File: src/rtl/serial_pkg.sv
// Shared constants for the serial frame transmitter: FSM state
// encodings, default word width and a constant clog2 helper.
package serial_pkg;

    localparam logic [1:0] ST_IDLE   = 2'd0;
    localparam logic [1:0] ST_SHIFT  = 2'd1;
    localparam logic [1:0] ST_PARITY = 2'd2;
    localparam logic [1:0] ST_GAP    = 2'd3;

    localparam int DEF_DATA_W = 4;

    function automatic int clog2(input int value);
        int r;
        int v;
        r = 0;
        v = value - 1;
        while (v > 0) begin
            r++;
            v = v >> 1;
        end
        return r;
    endfunction

endpackage

File: src/rtl/serial_bit_counter.sv
// Loadable up-counter with terminal-count flag.
// Ports: clk, rst (sync, active-high), load/load_val (load wins over
// en), en (increment), term (terminal value), count, tc (count==term).
module serial_bit_counter #(
    parameter int W = 4
) (
    input  logic         clk,
    input  logic         rst,
    input  logic         load,
    input  logic [W-1:0] load_val,
    input  logic         en,
    input  logic [W-1:0] term,
    output logic [W-1:0] count,
    output logic         tc
);

    logic [W-1:0] count_q;
    logic [W-1:0] count_d;

    always_comb begin
        count_d = count_q;
        if (load) begin
            count_d = load_val;
        end else if (en) begin
            count_d = count_q + W'(1);
        end
    end

    always_ff @(posedge clk) begin
        if (rst) begin
            count_q <= '0;
        end else begin
            count_q <= count_d;
        end
    end

    assign count = count_q;
    assign tc    = (count_q == term);

endmodule

File: src/rtl/serial_frame_tx.sv
// Parallel-to-serial frame transmitter, LSB first, optional even parity
// bit (macro SERIAL_PARITY_EN) and GAP_CYCLES idle cycles per frame.
// Ports: clk, rst (sync, active-high), load_valid/load_data/load_ready
// handshake, sout/sout_valid serial output, frame_done last-bit pulse.
module serial_frame_tx
    import serial_pkg::*;
#(
    parameter int DATA_W     = DEF_DATA_W,
    parameter int GAP_CYCLES = 0
) (
    input  logic              clk,
    input  logic              rst,
    input  logic              load_valid,
    input  logic [DATA_W-1:0] load_data,
    output logic              load_ready,
    output logic              sout,
    output logic              sout_valid,
    output logic              frame_done
);

    localparam int CW = clog2(DATA_W + 1);
    localparam logic [CW-1:0] BIT_LAST = CW'(DATA_W - 1);
    localparam logic [3:0] GAP_LAST = 4'(GAP_CYCLES - 1);
    localparam logic [1:0] ST_AFTER =
        (GAP_CYCLES > 0) ? ST_GAP : ST_IDLE;
`ifndef SERIAL_PARITY_EN
    localparam logic [CW-1:0] BIT_PENULT = CW'(DATA_W - 2);
`endif

    logic [1:0]        state_q, state_d;
    logic [DATA_W-1:0] buf_q, buf_d;
    logic              sout_q, sout_d;
    logic              sout_valid_q, sout_valid_d;
    logic              frame_done_q, frame_done_d;
`ifdef SERIAL_PARITY_EN
    logic              par_q, par_d;
`endif

    logic          bit_load, bit_en, bit_tc;
    logic [CW-1:0] bit_cnt;
    logic          gap_load, gap_en, gap_tc;
    logic [3:0]    gap_cnt;
    logic          unused_gap_cnt;

    serial_bit_counter #(.W(CW)) u_bit_cnt (
        .clk      (clk),
        .rst      (rst),
        .load     (bit_load),
        .load_val ('0),
        .en       (bit_en),
        .term     (BIT_LAST),
        .count    (bit_cnt),
        .tc       (bit_tc)
    );

    serial_bit_counter #(.W(4)) u_gap_cnt (
        .clk      (clk),
        .rst      (rst),
        .load     (gap_load),
        .load_val ('0),
        .en       (gap_en),
        .term     (GAP_LAST),
        .count    (gap_cnt),
        .tc       (gap_tc)
    );

    // Only the terminal flag matters for the gap.
    assign unused_gap_cnt = ^gap_cnt;

    always_comb begin
        state_d  = state_q;
        buf_d    = buf_q;
        bit_load = 1'b0;
        bit_en   = 1'b0;
        gap_load = 1'b0;
        gap_en   = 1'b0;
`ifdef SERIAL_PARITY_EN
        par_d    = par_q;
`endif
        unique case (state_q)
            ST_IDLE: begin
                if (load_valid) begin
                    state_d  = ST_SHIFT;
                    buf_d    = load_data;
                    bit_load = 1'b1;
`ifdef SERIAL_PARITY_EN
                    par_d    = ^load_data;
`endif
                end
            end
            ST_SHIFT: begin
                buf_d  = buf_q >> 1;
                bit_en = 1'b1;
                if (bit_tc) begin
`ifdef SERIAL_PARITY_EN
                    state_d  = ST_PARITY;
`else
                    state_d  = ST_AFTER;
                    gap_load = 1'b1;
`endif
                end
            end
`ifdef SERIAL_PARITY_EN
            ST_PARITY: begin
                state_d  = ST_AFTER;
                gap_load = 1'b1;
            end
`endif
            ST_GAP: begin
                gap_en = 1'b1;
                if (gap_tc) begin
                    state_d = ST_IDLE;
                end
            end
            default: state_d = ST_IDLE;
        endcase

        // Outputs are registered, so they are derived from the
        // next state: buf_d[0] is the bit shown next cycle.
        sout_valid_d = (state_d == ST_SHIFT);
        sout_d       = (state_d == ST_SHIFT) ? buf_d[0] : 1'b0;
`ifdef SERIAL_PARITY_EN
        if (state_d == ST_PARITY) begin
            sout_valid_d = 1'b1;
            sout_d       = par_d;
        end
        frame_done_d = (state_d == ST_PARITY) &&
                       (state_q == ST_SHIFT);
`else
        // Penultimate bit now means the last bit shows next cycle.
        frame_done_d = (state_q == ST_SHIFT) &&
                       (bit_cnt == BIT_PENULT);
`endif
    end

    always_ff @(posedge clk) begin
        if (rst) begin
            state_q      <= ST_IDLE;
            buf_q        <= '0;
            sout_q       <= 1'b0;
            sout_valid_q <= 1'b0;
            frame_done_q <= 1'b0;
`ifdef SERIAL_PARITY_EN
            par_q        <= 1'b0;
`endif
        end else begin
            state_q      <= state_d;
            buf_q        <= buf_d;
            sout_q       <= sout_d;
            sout_valid_q <= sout_valid_d;
            frame_done_q <= frame_done_d;
`ifdef SERIAL_PARITY_EN
            par_q        <= par_d;
`endif
        end
    end

    assign load_ready = (state_q == ST_IDLE);
    assign sout       = sout_q;
    assign sout_valid = sout_valid_q;
    assign frame_done = frame_done_q;

endmodule

File: config.mk
export PLATFORM = sky130hd
export DESIGN_NAME = serial_frame_tx
export DESIGN_NICKNAME = d
export VERILOG_FILES = /design/src/rtl/serial_pkg.sv /design/src/rtl/serial_bit_counter.sv /design/src/rtl/serial_frame_tx.sv
export SDC_FILE = /design/constraint.sdc
export NUM_CORES = 1
export LEC_CHECK = 0
export ABC_AREA = 1
export BUFFER_PORTS_ARGS = -buffer_cell sky130_fd_sc_hd__buf_2
export CORE_MARGIN = 5
export CORE_UTILIZATION = 54
export CTS_BUF_LIST = sky130_fd_sc_hd__clkbuf_8 sky130_fd_sc_hd__clkbuf_16
export CTS_CLUSTER_DIAMETER = 50
export DETAILED_ROUTE_END_ITERATION = 16
export GPL_TIMING_DRIVEN = 1
export PLACE_DENSITY = 0.85
export SYNTH_ARGS = -nofsm -noshare
export SYNTH_HDL_FRONTEND = slang
export SYNTH_HIERARCHICAL = 1
export SYNTH_SLANG_ARGS = --single-unit
File: constraint.sdc
create_clock -name clk -period 4.2 [get_ports clk]
set_clock_uncertainty 0.15 [all_clocks]
set_input_delay 0.63 -clock clk [delete_from_list [all_inputs] [get_ports clk]]
set_output_delay 0.63 -clock clk [all_outputs]
set_load 0.01 [all_outputs]
# After elaboration in Yosys (flattened, before gate mapping)
# Index checks and enable logic that the tools add are counted.
[totals] regBits=16 elab_cells=37
[op_classes] n_addsub=2 eq_ne=7 muxes=12 bitwise_logic=1 n_reduce_logical=7
[op_table] operator="one-hot mux 4 bit (2 select lines)" count=1
[op_table] operator="== test 3 x 2 -> 1 bit, second input constant" count=2
[op_table] operator="2-to-1 mux 1 bit" count=6
[op_table] operator="2-to-1 mux 2 bit" count=3
[op_table] operator="one-hot mux 2 bit (3 select lines)" count=1
[op_table] operator="OR reduction 2 bit" count=3
[op_table] operator="adder 4 x 1 -> 4 bit, second input constant" count=1
[op_table] operator="== test 2 x 1 -> 1 bit, second input constant" count=2
[op_table] operator="== test 4 bit, second input constant" count=1
[op_table] operator="2-to-1 mux 4 bit" count=1
[op_table] operator="adder 3 x 1 -> 3 bit, second input constant" count=1
[op_table] operator="== test 2 bit, second input constant" count=1
[op_table] operator="logical NOT 2 bit" count=1
[op_table] operator="inequality test 2 bit, second input constant" count=1
[op_table] operator="AND reduction 2 bit" count=1
[op_table] operator="nonzero test 2 bit" count=1
[op_table] operator="logical AND 1 bit" count=1
[op_table] operator="NOT 1 bit" count=1

# Longest topological paths before layout
[depth] depth_word=6 ltp_mapped=10

# By module
# Netlist, hierarchy kept.
[modules_own_cells] module="serial_frame_tx" instances=1 cells_per_inst=59 area_each_um2=436.7 seq_area_each_um2=180.2
[modules_own_cells] module="serial_bit_counter (u_gap_cnt)" instances=1 cells_per_inst=44 area_each_um2=276.5 seq_area_each_um2=80.1
[modules_own_cells] module="serial_bit_counter (u_bit_cnt)" instances=1 cells_per_inst=35 area_each_um2=214.0 seq_area_each_um2=60.1

# Worst setup path before layout
# No wires, ideal clock.
[synth_timing] kind="register to register" start="reg u_bit_cnt.count_q[0] (netlist: u_bit_cnt/count[0])" end="reg u_gap_cnt.count_q[0] (netlist: u_gap_cnt/count[0])" setup_ns=0.113 arrival_ns=1.325 t_required_ns=3.937 path_slack_ns=2.612 stages_incl_launch_ff=11 period_less_slack_ns=1.588 path_cell_list="dfxtp_1 > xnor2_1 > nand2_1 > nor2_1 > inv_1 > nor2_1 > nor2_1 > nand2_1 > nand2_1 > o21ai_1 > inv_1"
[synth_between] elab_chain_cells=4
[synth_rtl] item="from (decl)" line_no="serial_bit_counter.sv:17" rtl="logic [W-1:0] count_q;"
[synth_rtl] item="from (signal assigned)" line_no="serial_bit_counter.sv:33" rtl="count_q <= count_d;"
[synth_rtl] item="== test 3 x 2 -> 1 bit" line_no="serial_bit_counter.sv:38" rtl="assign tc = (count_q == term);"
[synth_rtl] item="named net bit_tc" line_no="serial_frame_tx.sv:39" rtl="logic bit_load, bit_en, bit_tc;"
[synth_rtl] item="2-to-1 mux 1 bit" line_no="serial_frame_tx.sv:94" rtl="if (bit_tc) begin"
[synth_rtl] item="2-to-1 mux 1 bit" line_no="serial_frame_tx.sv:80" rtl="unique case (state_q)"
[synth_rtl] item="named net gap_load" line_no="serial_frame_tx.sv:41" rtl="logic gap_load, gap_en, gap_tc;"
[synth_rtl] item="OR reduction 2 bit (no source line)"
[synth_rtl] item="to (signal assigned)" line_no="serial_bit_counter.sv:33"
[synth_rtl] item="to (decl)" line_no="serial_bit_counter.sv:17"
# The timed path passes the listed nets, and every way through them passes these cells.
# A chain may end at the register's enable or synchronous reset.

# Worst setup path in the final report
[layout_timing] start="reg state_q[1]" end="out load_ready"
[layout_between] elab_chain_cells=1
[layout_rtl] item="from (decl)" line_no="serial_frame_tx.sv:30" rtl="logic [1:0] state_q, state_d;"
[layout_rtl] item="from (signal assigned)" line_no="serial_frame_tx.sv:147" rtl="state_q <= state_d;"
[layout_rtl] item="logical NOT 2 bit" line_no="serial_frame_tx.sv:158" rtl="assign load_ready = (state_q == ST_IDLE);"
[layout_rtl] item="to (decl)" line_no="serial_frame_tx.sv:15" rtl="output logic load_ready,"
# No other way between the ends.

==> run_results.csv <==
group,metric,value,unit
logic_synthesis,syn_inst,138,
pwr,clockPowerShare,0.369,
placement,dp_cells,177,
clock_network,clockBufferDepth,2,
logic_synthesis,ys_warn_count,6,
grt,grtUsageTotal,0.1486,
routing,vias,836,
die,initial_core_util,0.5551,
routing,first_pass_iters,4,
logic_synthesis,yosysMostFrequentCell,"nand2_1",
logic_synthesis,synth_top_cell_area_share,0.3455,
final_layout,fill_cells,143,
sta,hold_ws,323.5,ps
final_layout,area_growth,18.49,%
worst_setup_path,arrival,1010,ps
logic_synthesis,synth_ff_type,"dfxtp_1",
clock_network,ctsHtreeMaxLevel,1,
clock_network,cts_num_sinks,16,
final_layout,seq_area,320.3,µm²
sta,rsz0062_at_grt,"false",
logic_synthesis,ys_top_cells_by_count,"36 x nand2_1, 21 x inv_1, 16 x dfxtp_1",
final_layout,multi_input_area,558.0,µm²
worst_setup_path,worstSetupStartpointType,"register",
pwr,p_switching,94.84,µW
logic_synthesis,synth-seq-cells,16,
die,core,1670,µm²
sta,fmax,0.5593,GHz
grt,gr-total-overflow,0,
logic_synthesis,synth_top_area_cell,"dfxtp_1",
clock_network,path_clk_slew,60,ps
die,io_pins,11,
logic_synthesis,synth_area_leaders,"dfxtp_1 35%, nand2_1 15%, inv_1 8.5%, nand3_1 6.5%, nor2_1 6.1%",
placement,port_buffers,10,
routing,drc,0,
routing,initialDrtViolationCount,16,
worst_setup_path,critPathLaunch,"state_q[1]",
worst_hold_path,hp-class,"register to register",
sta,hold_viol_final,0,
worst_setup_path,crit_path_end,"load_ready",
routing,avgRoutedWirePerCell,8.956,µm
clock_network,worst_skew_pair.late_latency,240,ps
worst_setup_path,worst-endpoint-required,3420,ps
clock_network,cts_tree,"yes",
grt,grt_pass1_wl,3063,µm
pwr,pwr-share-seq,0.468,
worst_setup_path,endpoint_kind,"output pin",
final_layout,final-instance-count-excl-fill,181,
run,maxCapViolCount,0,
pwr,power.density,329.9,nW/µm²
final_layout,drive_above_1_share,0.1768,
worst_setup_path,rr_endpoint,"u_gap_cnt/count[0]",
clock_network,cts_hold_buf,0,
pwr,combPwrFrac,0.163,
pwr,leakagePower,0.5978,nW
sta,tns,0,ps
die,die_y,51.44,µm
clock_network,clock-root-buffer,"clkbuf_8",
worst_setup_path,reg2reg_depth,10,
logic_synthesis,syn_avg_cell_area,6.718,µm²
pwr,p_total,362.4,µW
logic_synthesis,synthesis.area,927.1,µm²
sta,min_period_over_period,0.4257,
routing,ant_nets,0,
die,die_area,2646,µm²
logic_synthesis,ys_seq_area_frac,0.3455,
die,die_x,51.44,µm
pwr,p_int,267.5,µW
sta,fin_crit,1788,ps
worst_setup_path,reg2reg_slack,2420,ps
clock_network,ctsResizeCount,0,
worst_setup_path,path_max_fanout,6,
logic_synthesis,async_flop_share,0,
grt,grt_pass1_vias,793,
clock_network,cts_buffers,3,
die,rows,15,
grt,grt_max_degree,12,
pwr,p_sw_frac,0.2617,
final_layout,antenna_cells,0,
placement,post-dp-hpwl,1204,µm
outcome,status,"complete, no violations",
sta,drv_slew,0,
routing,viasPerCell,4.619,
placement,globalplace.congestion,0.7931,
final_layout,fin_nets,174,
pwr,ir_drop,0.1958,mV
grt,antenna_found_initial,0,
logic_synthesis,synth_edf_count,0,
sta,finalSetupViolations,0,
worst_setup_path,r2r-start,"u_bit_cnt/count[0]",
worst_setup_path,crit_type,"register to output pin",
routing,wl,1621,µm
clock_network,post_cts_buffers,0,
logic_synthesis,yosysUniqueCellTypes,21,
[how the worst min path moves through the flow]
stage,startpoint,to,cells after the start
finish,buf_q[3],buf_q[2],2
global placement,buf_q[3],buf_q[2],2
detailed placement,buf_q[3],buf_q[2],2
CTS,buf_q[3],buf_q[2],2
global route,buf_q[3],buf_q[2],2
floorplan,buf_q[3],buf_q[2],2
[critical path, cell delays in order (launching register included)]
cell and delay, ps:
dfxtp_1 530, nor2_4 80, buf_2 150
[logic make-up (layout without fill, tap and decap cells)]
group | Yosys count | in the layout | share of synthesized area
AO/OA/AOI/OAI | 9 | 9 | 0.05533
XOR/XNOR | 8 | 8 | 0.07557
adder cells (fa/ha/maj) | 2 | 2 | 0.02699
buffers and inverters | 25 | 39 | 0.1012
flip-flops | 16 | 16 | 0.3455
other | 2 | 14 | 0.008100
AND/OR/NAND/NOR | 76 | 76 | 0.3873
[placed cells by master, fill, tap and decap left out]
| cell | n |
|---|---|
| nor2_1 | 15 |
| inv_1 | 21 |
| clkbuf_8 | 4 |
| nor2_2 | 3 |
| o21ai_1 | 2 |
| xnor2_1 | 4 |
| nand2_1 | 36 |
| a21oi_1 | 4 |
| conb_1 | 14 |
| inv_2 | 4 |
| nand3_2 | 3 |
| o21ai_0 | 1 |
| ha_1 | 2 |
| a21boi_0 | 1 |
| buf_2 | 10 |
| dfxtp_1 | 16 |
| xor2_1 | 4 |
| nor3_1 | 3 |
| a21oi_2 | 1 |
| nor3_2 | 1 |
| nand3_1 | 12 |
| nand2_4 | 1 |
| nor2_4 | 2 |
[flip-flops by register name, indices dropped and copies added (netlist names)]
name / count
buf_q: 4
u_gap_cnt/count: 4
u_bit_cnt/count: 3
state_q: 2
frame_done: 1
sout: 1
sout_valid: 1
[power by group through the flow]
stage,logic (mW),registers (mW),clock network (mW)
final,0.0590,0.170,0.134
after CTS,0.0585,0.170,0.137
after floorplan,0.0439,0.173,0
after global placement,0.0570,0.173,0
after detailed placement,0.0579,0.173,0
after global routing,0.0687,0.171,0.144
[stage by stage]
step	setup slack, ps	utilization	cell area (µm²)
after CTS	2407	0.6577	1099
after detailed placement	2468	0.6247	1044
after floorplan	2612	-	972.2
after global routing	2134	0.6577	1099
final	2412	0.6577	1099
after global placement	2555	0.6247	1044
[layout make-up]
type | instances | share of cell area
well taps | 17 | 0.01936
multi-input cells | 109 | 0.5080
clock buffers | 4 | 0.05011
repair buffers | 10 | 0.04556
inverters | 25 | 0.08542
flip-flops and latches | 16 | 0.2916
[routing by layer]
layer | vias to the layer above | part of all wire | track usage
li1 | 457 | - | -
met1 | 369 | 0.47 | 0.1776
met2 | 8 | 0.49 | 0.2564
met3 | 2 | 0.029 | 0.03499
met4 | 0 | 0.0080 | 0.05240
met5 | - | 0 | 0
Note: power is estimated with default switching activity, not from simulation.
